===== src/rtl/control_multiplexado_display_pkg.sv =====
// Shared state encoding and anode constants for the two-digit display scheduler.
package control_multiplexado_display_pkg;

    typedef enum logic [1:0] {
        BLANK0 = 2'd0,
        SHOW0  = 2'd1,
        BLANK1 = 2'd2,
        SHOW1  = 2'd3
    } estado_t;

    localparam logic [1:0] ANODOS_OFF = 2'b11;
    localparam logic [1:0] ANODO0_ON  = 2'b10;
    localparam logic [1:0] ANODO1_ON  = 2'b01;

    // Active-low anode pattern lit in a given state.
    function automatic logic [1:0] anodos_de(input estado_t e);
        case (e)
            SHOW0:   return ANODO0_ON;
            SHOW1:   return ANODO1_ON;
            default: return ANODOS_OFF;
        endcase
    endfunction

    // Mux select for a given state; it flips in BLANK1/BLANK0 so the mux settles dark.
    function automatic logic seleccion_de(input estado_t e);
        return (e == BLANK1) || (e == SHOW1);
    endfunction

endpackage


===== src/rtl/control_multiplexado_display_contador_ranura.sv =====
// Slot counter: counts while enabled, clears on request, flags when it reaches the limit.
module contador_ranura
    import control_multiplexado_display_pkg::*;
#(
    parameter int unsigned DIV_WIDTH = 16
) (
    input  logic                 clk,
    input  logic                 reset,
    input  logic                 i_en,
    input  logic                 i_clr,
    input  logic [DIV_WIDTH-1:0] i_limite,
    output logic                 o_fin
);

    logic [DIV_WIDTH-1:0] r_cuenta;

    // Count register; frozen whenever i_en is low.
    always_ff @(posedge clk) begin
        if (!reset) begin
            r_cuenta <= '0;
        end else if (i_en) begin
            if (i_clr) begin
                r_cuenta <= '0;
            end else begin
                r_cuenta <= r_cuenta + 1'b1;
            end
        end
    end

    assign o_fin = (r_cuenta == i_limite);

endmodule


===== src/rtl/control_multiplexado_display.sv =====
// Two-digit time-multiplexing scheduler with blanking gaps and frame-aligned digit updates.
module control_multiplexado_display
    import control_multiplexado_display_pkg::*;
#(
    parameter int unsigned DIV_WIDTH     = 16,
    parameter int unsigned REFRESH_COUNT = 50000,
    parameter int unsigned BLANK_COUNT   = 500
) (
    input  logic       clk,
    input  logic       reset,
    input  logic       enable,
    input  logic [3:0] D1_in,
    input  logic [3:0] D0_in,
    input  logic       actualizar,
    output logic       Seleccion,
    output logic [3:0] D1,
    output logic [3:0] D0,
    output logic [1:0] anodos,
    output logic       fin_ciclo,
    output logic       pendiente
);

    localparam logic [DIV_WIDTH-1:0] LIM_SHOW  = DIV_WIDTH'(REFRESH_COUNT - 1);
    localparam logic [DIV_WIDTH-1:0] LIM_BLANK = DIV_WIDTH'(BLANK_COUNT - 1);

    estado_t              r_estado;
    estado_t              w_estado_sig;
    logic [DIV_WIDTH-1:0] w_limite;
    logic                 w_tc;
    logic                 w_avanza;
    logic                 w_frontera;

    logic [3:0] r_d1, r_d0, r_h1, r_h0;
    logic [3:0] w_d1_sig, w_d0_sig;
    logic       r_pend, w_pend_sig;
    logic [1:0] r_anodos;
    logic       r_sel;
    logic       r_fin;

    assign w_limite = ((r_estado == SHOW0) || (r_estado == SHOW1)) ? LIM_SHOW : LIM_BLANK;
    assign w_avanza = enable && w_tc;

    contador_ranura #(
        .DIV_WIDTH (DIV_WIDTH)
    ) u_contador (
        .clk      (clk),
        .reset    (reset),
        .i_en     (enable),
        .i_clr    (w_tc),
        .i_limite (w_limite),
        .o_fin    (w_tc)
    );

    // Next state, frame boundary detection and frame-aligned digit/pending update.
    always_comb begin
        w_estado_sig = r_estado;
        w_frontera   = 1'b0;
        w_d1_sig     = r_d1;
        w_d0_sig     = r_d0;
        w_pend_sig   = r_pend;

        if (w_avanza) begin
            unique case (r_estado)
                BLANK0: w_estado_sig = SHOW0;
                SHOW0:  w_estado_sig = BLANK1;
                BLANK1: w_estado_sig = SHOW1;
                SHOW1: begin
                    w_estado_sig = BLANK0;
                    w_frontera   = 1'b1;
                end
            endcase
        end

        if (w_frontera) begin
            // A strobe landing on the boundary bypasses the holding registers.
            if (actualizar) begin
                w_d1_sig = D1_in;
                w_d0_sig = D0_in;
            end else if (r_pend) begin
                w_d1_sig = r_h1;
                w_d0_sig = r_h0;
            end
            w_pend_sig = 1'b0;
        end else if (actualizar) begin
            w_pend_sig = 1'b1;
        end
    end

    // State and registered outputs; outputs are decoded from the next state so they line up.
    always_ff @(posedge clk) begin
        if (!reset) begin
            r_estado <= BLANK0;
            r_anodos <= ANODOS_OFF;
            r_sel    <= 1'b0;
            r_fin    <= 1'b0;
            r_d1     <= 4'h0;
            r_d0     <= 4'h0;
            r_h1     <= 4'h0;
            r_h0     <= 4'h0;
            r_pend   <= 1'b0;
        end else begin
            r_estado <= w_estado_sig;
            r_anodos <= enable ? anodos_de(w_estado_sig) : ANODOS_OFF;
            r_sel    <= seleccion_de(w_estado_sig);
            r_fin    <= w_frontera;
            r_d1     <= w_d1_sig;
            r_d0     <= w_d0_sig;
            r_pend   <= w_pend_sig;
            if (actualizar) begin
                r_h1 <= D1_in;
                r_h0 <= D0_in;
            end
        end
    end

    assign Seleccion = r_sel;
    assign D1        = r_d1;
    assign D0        = r_d0;
    assign anodos    = r_anodos;
    assign fin_ciclo = r_fin;
    assign pendiente = r_pend;

endmodule


===== config.mk =====
export PLATFORM = sky130hd
export DESIGN_NAME = control_multiplexado_display
export DESIGN_NICKNAME = d
export VERILOG_FILES = /design/src/rtl/control_multiplexado_display_pkg.sv /design/src/rtl/control_multiplexado_display_contador_ranura.sv /design/src/rtl/control_multiplexado_display.sv
export SDC_FILE = /design/constraint.sdc
export NUM_CORES = 1
export LEC_CHECK = 0
export BUFFER_PORTS_ARGS = -buffer_cell sky130_fd_sc_hd__buf_2
export CAP_MARGIN = 25
export CORE_MARGIN = 5
export CORE_UTILIZATION = 40
export CTS_BUF_LIST = sky130_fd_sc_hd__clkbuf_2 sky130_fd_sc_hd__clkbuf_4 sky130_fd_sc_hd__clkbuf_8
export DETAILED_ROUTE_END_ITERATION = 10
export SYNTH_ARGS = -nofsm -noshare
export SYNTH_HDL_FRONTEND = slang
export SYNTH_HIERARCHICAL = 1
export SYNTH_SLANG_ARGS = --single-unit

===== constraint.sdc =====
create_clock -name clk -period 6.45 [get_ports clk]
set_input_delay 0.645 -clock clk [delete_from_list [all_inputs] [get_ports clk]]
set_output_delay 0.645 -clock clk [all_outputs]
set_load 0.01 [all_outputs]

==> results.json <==
{
  "io_buffers": 24,
  "dp_hpwl_um": 2450,
  "synth_cells": 189,
  "syn_area_mm2": 0.00183,
  "path_clk_slew_ns": 0.07,
  "max_cap_viol_count": 0,
  "yosysTopAreaCell": "dfxtp_1",
  "finalHoldViolations": 0,
  "viasPerCell": 4.93,
  "min_from": "D0[1]",
  "routedWlPerCell_um": 12.5,
  "met1_usage_pct": 16.2,
  "first_pass_iters": 4,
  "gr-max-usage-layer": "met2",
  "rrSetupSlack_ns": 3.19,
  "grt_usage_pct": 11.9,
  "cts_setup_buffers": 0,
  "critPathCaptureType": "flip-flop",
  "hp-class": "flip-flop to flip-flop",
  "cts_tree": "yes",
  "first_iter_violations": 78,
  "timing.rr.start": "Seleccion",
  "crit_end": "u_contador/r_cuenta[13]",
  "startpoint": "Seleccion",
  "wl_um": 3410,
  "skew_ns": 0.00397,
  "layout.nets": 236,
  "r2r_cells": 11,
  "yosys.area.top_type_share_pct": 41.6,
  "fin_area_mm2": 0.00208,
  "grt_pass1_wl_um": 5960,
  "clk_path_buf_depth": 2,
  "ys_types": 40,
  "finalCritPeriodShare_pct": 50.5,
  "ant_nets": 0,
  "total_power_w": 0.000434,
  "yosys_register_bits": 38,
  "async_flop_share_pct": 0,
  "setup_viol": 0,
  "grt_pass1_vias": 1258,
  "fp.dieW_um": 77.6,
  "yosysWarnings": 6,
  "status": "complete, no violations",
  "grt_antenna_before_repair": 0,
  "synth_ff_type": "dfxtp_1",
  "path_cells": "inv_1 -> ha_1 -> or2_2 -> inv_1 -> xnor2_1 -> nand4_1 -> nor4_2 -> nand2_1 -> nand2_1 -> nor2_1 -> a41o_1",
  "row_count": 24,
  "cp.depth": 11,
  "clock_latency_ns": 0.28,
  "rsz0062_at_grt": "no",
  "synth_edf_count": 0,
  "synth_xor_area_share_pct": 12.9,
  "path_max_fanout": 15,
  "cts_buffers": 5,
  "cts_hold_buf": 0,
  "r2r_end": "u_contador/r_cuenta[13]",
  "initial_core_util_pct": 41.7,
  "ys_seq_area_share_pct": 41.6,
  "gp_congestion": 0.707,
  "tightest_slew_ns": 0.964,
  "drv_slew": 0,
  "slew_headroom_pct": 35.2,
  "synth.most_common_cell": "dfxtp_1",
  "worst-path-buf-inv": 2,
  "worstPathRequired_ns": 6.63,
  "synth_mux_area_share_pct": 5.47,
  "drive_gt1_share_pct": 19.5,
  "vdd_drop_max_mv": 0.122,
  "use_met2_pct": 18.1,
  "grt_remaining_overflow": 0,
  "ctsResizeCount": 0,
  "synth_fa_ha_area_share_pct": 3.42,
  "vias": 1341,
  "worst-setup-path-type": "flip-flop to flip-flop",
  "synth_compound_area_share_pct": 9.71,
  "die_h_um": 77.6,
  "yosys-top-cells-count": "dfxtp_1 (38), nor2_1 (25), xnor2_1 (20), nand3_1 (11), mux2i_1 (10)",
  "p_leak_nw": 0.820,
  "startpoint_type": "flip-flop",
  "core_mm2": 0.00438,
  "syn_avg_cell_area_um2": 9.68,
  "clk_root_buffer_cell": "clkbuf_8",
  "crit_arrival_ns": 3.44,
  "finalCriticalPeriod_ns": 3.26,
  "cts_sinks": 38,
  "route.detailed.drc": 0,
  "grt_max_degree": 20,
  "h-tree-depth": 2,
  "synth_simple_gate_area_share_pct": 21.8,
  "fmax_mhz": 307,
  "fin_setup_tns_ns": 0,
  "power_density_mw_per_mm2": 209,
  "ios": 25,
  "cpLargestDelayFamily": "simple AND/OR/NAND/NOR gates",
  "slowest_stage": "nor4_2",
  "postPlaceCellArea_mm2": 0.00198,
  "area_growth_pct": 13.5,
  "antenna_cells": 0,
  "synth_top_family_by_area": "simple AND/OR/NAND/NOR gates",
  "met3_usage_pct": 3.36,
  "ys_top_cells_by_area": "dfxtp_1 (42%), xnor2_1 (9.6%), mux2i_1 (5.5%)",
  "dieArea_mm2": 0.00603,
  "cp_slowest_stage_delay_ns": 0.84
}
## metrics by stage
step	utilization, %	hold WS, ns	setup WS [ns]	cells
2_1_floorplan	-	0.457	3.30	195
3_3_place_gp	45.2	0.458	3.27	264
3_5_place_dp	45.2	0.456	3.19	264
4_1_cts	47.3	0.470	3.17	272
5_1_grt	47.3	0.492	2.86	272
6_report	47.3	0.473	3.19	272
## logic make-up (layout without fill, tap and decap cells)
logic type,count (synthesis),in the layout
AND/OR/NAND/NOR,74,74
flip-flops,38,38
XOR/XNOR,27,27
AO/OA/AOI/OAI,20,20
buffers and inverters,13,38
multiplexers,10,10
adder cells (fa/ha/maj),5,5
other,2,8
## area by class of cell
class	count	area, µm²
fillers	431	2310
multi-input cells	144	1010
flip-flops and latches	38	761
repair buffers	24	120
clock buffers	7	90.1
well taps	52	65.1
inverters	6	22.5
clock inverters	1	5.00
## worst min-delay path, cell delays in order, from the launching register on
cell	delay [ns]
dfxtp_1	0.31
nand3_1	0.06
o31ai_1	0.06
## worst min path at each step
stage | end | slack, ns | depth (start not counted)
CTS | D0[1] | 0.47 | 2
detailed placement | D0[1] | 0.46 | 2
floorplan | r_h0[0] | 0.46 | 2
global placement | D0[1] | 0.46 | 2
finish | D0[1] | 0.47 | 2
global route | D0[1] | 0.49 | 2
## report_power, final
part | leakage [nW] | switching [W] | internal (W)
clock | 0.0517 | 0.0000756 | 0.0000903
sequential | 0.308 | 0.00000337 | 0.000239
combinational | 0.460 | 0.0000155 | 0.0000105
total | 0.820 | 0.0000944 | 0.000340
## layout by cell type (no fill, tap or decap), types with 2 or more instances in the layout
cell	instances
ha_1	5
mux2i_1	10
clkbuf_8	6
buf_2	24
xor2_1	7
nand3_1	11
nor4_1	2
xnor2_1	20
a311oi_1	2
nor2_1	25
a21oi_1	3
nand2b_1	2
nand4_1	9
conb_1	8
nand4_4	2
o31ai_1	6
inv_1	5
nor2_2	2
dfxtp_1	38
nand2_1	9
and4_1	2
o31ai_2	2
nor3_1	2
## per-layer routing
| layer | share of wire (%) | vias to the layer above |
|---|---|---|
| met5 | 0 | - |
| met4 | 0.79 | 0 |
| met3 | 4.2 | 4 |
| met2 | 47 | 21 |
| met1 | 48 | 606 |
| li1 | - | 710 |
## registers in the layout, summed over array words and instances (netlist names), named ones only
name	cells
pendiente	1
anodos	2
fin_ciclo	1
u_contador/r_cuenta	16
D0	4
Seleccion	1
r_h0	4
r_h1	4
D1	4
No activity file was read; power rests on OpenSTA's default activity.
